--- src/rtl/rx_uart.sv ---
// UART receiver. It recovers 8N1 frames (8E1 when RX_UART_PARITY_EN is defined)
// from an asynchronous pin and outputs each byte with a one-cycle valid strobe.
module rx_uart #(
  parameter int TIMER_BITS      = 32,
  parameter int CLOCKS_PER_BAUD = 868
) (
  input  logic       clk,
  input  logic       i_reset,
  input  logic       uart_txd_in,
  output logic [7:0] o_data,
  output logic       o_valid,
  output logic       o_frame_err,
  output logic       o_parity_err,
  output logic [3:0] o_bit_rx
);

  localparam logic [TIMER_BITS-1:0] HALF_LOAD = TIMER_BITS'((CLOCKS_PER_BAUD >> 1) - 1);
  localparam logic [TIMER_BITS-1:0] FULL_LOAD = TIMER_BITS'(CLOCKS_PER_BAUD - 1);

  typedef enum logic [2:0] {
    IDLE,
    START,
    DATA,
`ifdef RX_UART_PARITY_EN
    PARITY,
`endif
    STOP,
    WAIT_IDLE
  } state_t;

  state_t                state, state_next;
  logic                  sync1, s;
  logic [TIMER_BITS-1:0] cnt, cnt_next;
  logic [7:0]            shreg, shreg_next;
  logic [2:0]            idx, idx_next;
  logic [7:0]            data_q, data_next;
  logic                  valid_q, valid_next;
  logic                  ferr_q, ferr_next;
  logic                  sample;
`ifdef RX_UART_PARITY_EN
  logic                  par_bad, par_bad_next;
  logic                  perr_q, perr_next;
`endif

  // Both synchronizer flops reset high so reset never looks like a start edge.
  always_ff @(posedge clk) begin
    if (i_reset) begin
      sync1 <= 1'b1;
      s     <= 1'b1;
    end else begin
      sync1 <= uart_txd_in;
      s     <= sync1;
    end
  end

  always_ff @(posedge clk) begin
    if (i_reset) begin
      state   <= IDLE;
      cnt     <= '0;
      shreg   <= '0;
      idx     <= '0;
      data_q  <= '0;
      valid_q <= 1'b0;
      ferr_q  <= 1'b0;
`ifdef RX_UART_PARITY_EN
      par_bad <= 1'b0;
      perr_q  <= 1'b0;
`endif
    end else begin
      state   <= state_next;
      cnt     <= cnt_next;
      shreg   <= shreg_next;
      idx     <= idx_next;
      data_q  <= data_next;
      valid_q <= valid_next;
      ferr_q  <= ferr_next;
`ifdef RX_UART_PARITY_EN
      par_bad <= par_bad_next;
      perr_q  <= perr_next;
`endif
    end
  end

  assign sample = (cnt == '0);

  always_comb begin
    state_next = state;
    cnt_next   = cnt;
    shreg_next = shreg;
    idx_next   = idx;
    data_next  = data_q;
    valid_next = 1'b0;
    ferr_next  = 1'b0;
`ifdef RX_UART_PARITY_EN
    par_bad_next = par_bad;
    perr_next    = 1'b0;
`endif

    // Baud counter runs in every bit-timed state; IDLE overrides the load below.
    if (state != IDLE && state != WAIT_IDLE)
      cnt_next = sample ? FULL_LOAD : cnt - TIMER_BITS'(1);

    case (state)
      IDLE: begin
        if (!s) begin
          cnt_next   = HALF_LOAD;
          state_next = START;
        end
      end
      START: begin
        if (sample) begin
          if (s) begin
            state_next = IDLE;
          end else begin
            state_next = DATA;
            idx_next   = '0;
          end
        end
      end
      DATA: begin
        if (sample) begin
          shreg_next = {s, shreg[7:1]};
          if (idx == 3'd7) begin
`ifdef RX_UART_PARITY_EN
            state_next = PARITY;
`else
            state_next = STOP;
`endif
          end else begin
            idx_next = idx + 3'd1;
          end
        end
      end
`ifdef RX_UART_PARITY_EN
      PARITY: begin
        if (sample) begin
          par_bad_next = ^{shreg, s};
          state_next   = STOP;
        end
      end
`endif
      STOP: begin
        if (sample) begin
          if (s) begin
`ifdef RX_UART_PARITY_EN
            if (par_bad) begin
              perr_next = 1'b1;
            end else begin
              data_next  = shreg;
              valid_next = 1'b1;
            end
`else
            data_next  = shreg;
            valid_next = 1'b1;
`endif
            state_next = IDLE;
          end else begin
            ferr_next  = 1'b1;
`ifdef RX_UART_PARITY_EN
            perr_next  = par_bad;
`endif
            state_next = WAIT_IDLE;
          end
        end
      end
      WAIT_IDLE: begin
        if (s) state_next = IDLE;
      end
      default: state_next = IDLE;
    endcase
  end

  always_comb begin
    o_bit_rx = 4'd15;
    case (state)
      START:  o_bit_rx = 4'd0;
      DATA:   o_bit_rx = {1'b0, idx} + 4'd1;
`ifdef RX_UART_PARITY_EN
      PARITY: o_bit_rx = 4'd9;
      STOP:   o_bit_rx = 4'd10;
`else
      STOP:   o_bit_rx = 4'd9;
`endif
      default: o_bit_rx = 4'd15;
    endcase
  end

  assign o_data      = data_q;
  assign o_valid     = valid_q;
  assign o_frame_err = ferr_q;
`ifdef RX_UART_PARITY_EN
  assign o_parity_err = perr_q;
`else
  assign o_parity_err = 1'b0;
`endif

endmodule

--- config.mk ---
export PLATFORM = sky130hd
export DESIGN_NAME = rx_uart
export DESIGN_NICKNAME = d
export VERILOG_FILES = /design/src/rtl/rx_uart.sv
export SDC_FILE = /design/constraint.sdc
export NUM_CORES = 1
export LEC_CHECK = 0
export ABC_CLOCK_PERIOD_IN_PS = 2300
export CORE_ASPECT_RATIO = 1.5
export CORE_MARGIN = 5
export CORE_UTILIZATION = 25
export CTS_BUF_LIST = sky130_fd_sc_hd__clkbuf_2
export CTS_CLUSTER_DIAMETER = 80
export CTS_CLUSTER_SIZE = 30
export DETAILED_ROUTE_END_ITERATION = 6
export PLACE_DENSITY_LB_ADDON = 0.12
export SETUP_SLACK_MARGIN = 0.1
export SLEW_MARGIN = 40
export SYNTH_ARGS = -nofsm -noshare
export SYNTH_HDL_FRONTEND = slang
export SYNTH_SLANG_ARGS = --single-unit
export TNS_END_PERCENT = 20
--- constraint.sdc ---
create_clock -name clk -period 2.3 [get_ports clk]
set_clock_uncertainty 0.1 [all_clocks]
set_input_delay 0.46 -clock clk [delete_from_list [all_inputs] [get_ports clk]]
set_output_delay 0.46 -clock clk [all_outputs]
set_load 0.02 [all_outputs]
==> summary.md <==
| Metric | Value |
|---|---|
| Asr flop ratio synth | 0% |
| Die Wd | approximately 97 um |
| VDD IR max | 0.294 mV |
| EDFF count, synth | 0 |
| Drt wl/cell | 14.2 um |
| Simple-Gate Fraction of Synth Area | 30.8% |
| Most numerous cell in the Yosys netlist | dfxtp_1 |
| DIE AREA | approximately 14,000 um^2 |
| Hold buffer count at cts | 0 |
| Critical path fanouts, max | 7 |
| Vias | around 2,400 |
| Fin. max-slew vios | 0 |
| Synth Area in Adders | 1.33% |
| Final Wtd Congestion | 0.831 |
| Main area contributors after synthesis | dfxtp_1, mux2i_1, nand2b_1 |
| HP Start | sync1 |
| Post-synthesis compound-gate area fraction | approximately 9.9% |
| Via/cell ratio | 4.66 |
| Util after Layout | about 34% |
| GRT Overall Usage | 11.5% |
| Post-synth top area share | around two fifths |
| Metal3 WL | ~210 um |
| Vias in the first global route | around 2,600 |
| Final global-route overflow total | 0 |
| Layout Nets | around 380 |
| Gate Count Post-Synth | ~320 |
| Worst R2R Start | cnt[14] |
| DRT met1 WL | between 2000 and 3000 um |
| Area growth syn-to-layout | 33.3% |
| RSZ-0062 raised after global routing | yes |
| Final worst path period share | ~100% |
| Synth Area in XOR/XNOR | 5.28% |
| Count of cell types in the netlist | 50 |
| Mapped Avg Cell Area | 8.95 um^2 |
| Fin. Hold Viols | 0 |
| Crit path required time | roughly 2600 ps |
| Longest Clk Path Bufs | 2 |
| Placement Rows | 47 |
| Die Ht | 140 um |
| Pwr/cell area | 658 nW/um^2 |
| Post-synthesis cell area | about 2800 um^2 |
| CP Launch Point | cnt[14] |
| Post-DP Area | 3390 um^2 |
| Io pins | 18 |
| Fin crit period | 2290 ps |
| Crit path DAT | 2600 ps |
| Worst skew pair latency | around 500 ps |
| Core area | between 10,000 and 15,000 um^2 |
| Total power draw | approximately 2.5 mW |
| HP Class | flip-flop to flip-flop |
| Mux share of post-synthesis cell area | 8.17% |
| Worst Max-Slew Pin Slew | about 500 ps |
| Seq/Total Area, Yosys | roughly two fifths |
| Iter 0 DRT Violations | 84 |
| Syn Nets | ~320 |
| Yosys warns | 0 |
| Leak | around 1.5 nW |
| Root buf cell | clkbuf_2 |
| Global-route wire length before repair | between 10,000 and 15,000 um |
| Post-DP HPWL | ~5600 um |
| Clock transition at path regs | around 170 ps |
| Remaining DRCs | 0 |
| CTS H-tree lvls | 3 |
| Main combinational cell family by area after synthesis | simple AND/OR/NAND/NOR gates |
| Layout cells sized above 1 | between 30% and 40% |
| Met2 wire len | ~4000 um |
| Most frequent cells after synthesis | dfxtp_1, nor2_1, nand2b_1 |
| Final Worst Setup Slack | 13.1 ps |
| Max Cap Viol | 0 |
| Startpoint Class | flip-flop |
| Post-Route WL | around 7400 um |
| Pre-antenna DRT Iters | 4 |
| Initial Util | 25.5% |
| Slew headroom | 66.7% |
| Port Buffer Count | 16 |
| Largest area contributor in the netlist | dfxtp_1 |
| Final setup vio count | 0 |
| Crit. End Element | flip-flop |
| Status | completed |
| Yosys reg bits | slightly below 60 |
| Finished Cell Area | between 3000 and 4000 um^2 |
| Fmax | about 440 MHz |
| Pin count of the biggest net entering global routing | 21 |
| Sink Count | 58 |
| Commonest register cell after synthesis | dfxtp_1 |
| Top layer in use | met4 |
| Pre-CTS setup slack | -89.5 ps |
| Antenna Violating Nets Remaining | 0 |
| WS Path Type | flip-flop to flip-flop |
| Total CTS buffers | 9 |
| Initial antenna violation count | 1 |
| CTS tree | yes |
==> cell type report <==
cell class / instances / area, um^2
Inverter: 5 / 21.3
Sequential cell: 58 / 1180
Multi-Input combinational cell: 237 / 1750
Antenna cell: 1 / 2.50
Clock inverter: 7 / 46.3
Timing Repair Buffer: 61 / 528
Tap cell: 147 / 184
Fill cell: 1198 / 7300
Clock buffer: 9 / 45.0
==> sequential cells by signal (all words and copies together), names as in the netlist <==
signal and flops:
state 3, idx 3, o_valid 1, o_frame_err 1, s 1, cnt 32, shreg 8, o_data 8
sync1 1
==> cells by family after synthesis <==
group	count (synthesis)
AND/OR/NAND/NOR	150
XOR/XNOR	17
AO/OA/AOI/OAI	43
adder cells (fa/ha/maj)	3
other	1
flip-flops	58
multiplexers	23
buffers and inverters	20
==> path summary, 6_finish.rpt <==
kind                            depth (start not counted)  endpoint  slack (ps)
worst max-delay path                                    5   cnt[26]          10
worst min-delay path                                    1         s         330
worst max register to register                          5   cnt[26]          10
worst min register to register                          1         s         330
==> timing repair <==
item	4_1_cts	5_1_grt
pin swaps	4	23
gates resized for setup	39	36
buffers inserted	4	3
endpoints found under the setup margin	48	55
==> cells in the final DEF, fill, tap and decap left out, types with 4 or more instances in the layout <==
master | netlist | final
dfxtp_1 | 58 | 49
buf_4 | 1 | 40
nor2_1 | 36 | 36
nand2b_1 | 24 | 23
mux2i_1 | 23 | 23
nand2_1 | 18 | 16
xnor2_1 | 15 | 15
clkdlybuf4s50_1 | 0 | 12
nor3_1 | 13 | 10
a21oi_1 | 11 | 9
or4_4 | 3 | 9
clkbuf_2 | 0 | 9
o21ai_0 | 8 | 8
or2_2 | 7 | 7
dfxtp_2 | 0 | 7
nand3_1 | 6 | 6
buf_6 | 1 | 6
nor4_1 | 10 | 5
nor4_2 | 3 | 5
or3_1 | 5 | 5
inv_1 | 5 | 4
nor3_4 | 1 | 4
nor4_4 | 1 | 4
nand4_1 | 4 | 4
o211ai_1 | 4 | 4
==> worst max-delay path: stages (launching register included) <==
cell,delay (ps)
dfxtp_1,360
or4_4,590
or4_4,620
nor4_4,290
mux2i_1,210
nor2_1,50
==> where the power goes <==
group	total (mW)	switching, mW	internal (mW)
Clock	0.546	0.409	0.137
Combinational	0.835	0.448	0.386
Sequential	1.09	0.0446	1.05
==> metrics by stage <==
step                hold slack (ps)  setup TNS (ps)  std cells
finish                          332               0        525
global route                    371            -214        525
CTS                             334               0        521
detailed placement              299            -134        501
global placement                291           -91.8        501
floorplan                       289               0        315
==> routing by layer <==
layer | vias to the layer above | track usage, %
met3 | 22 | 2.29
met4 | 0 | 6.58
met2 | 34 | 21.5
met1 | 1158 | 11.9
met5 | - | 0
li1 | 1233 | -
No activity file was read; power rests on OpenSTA's default activity.
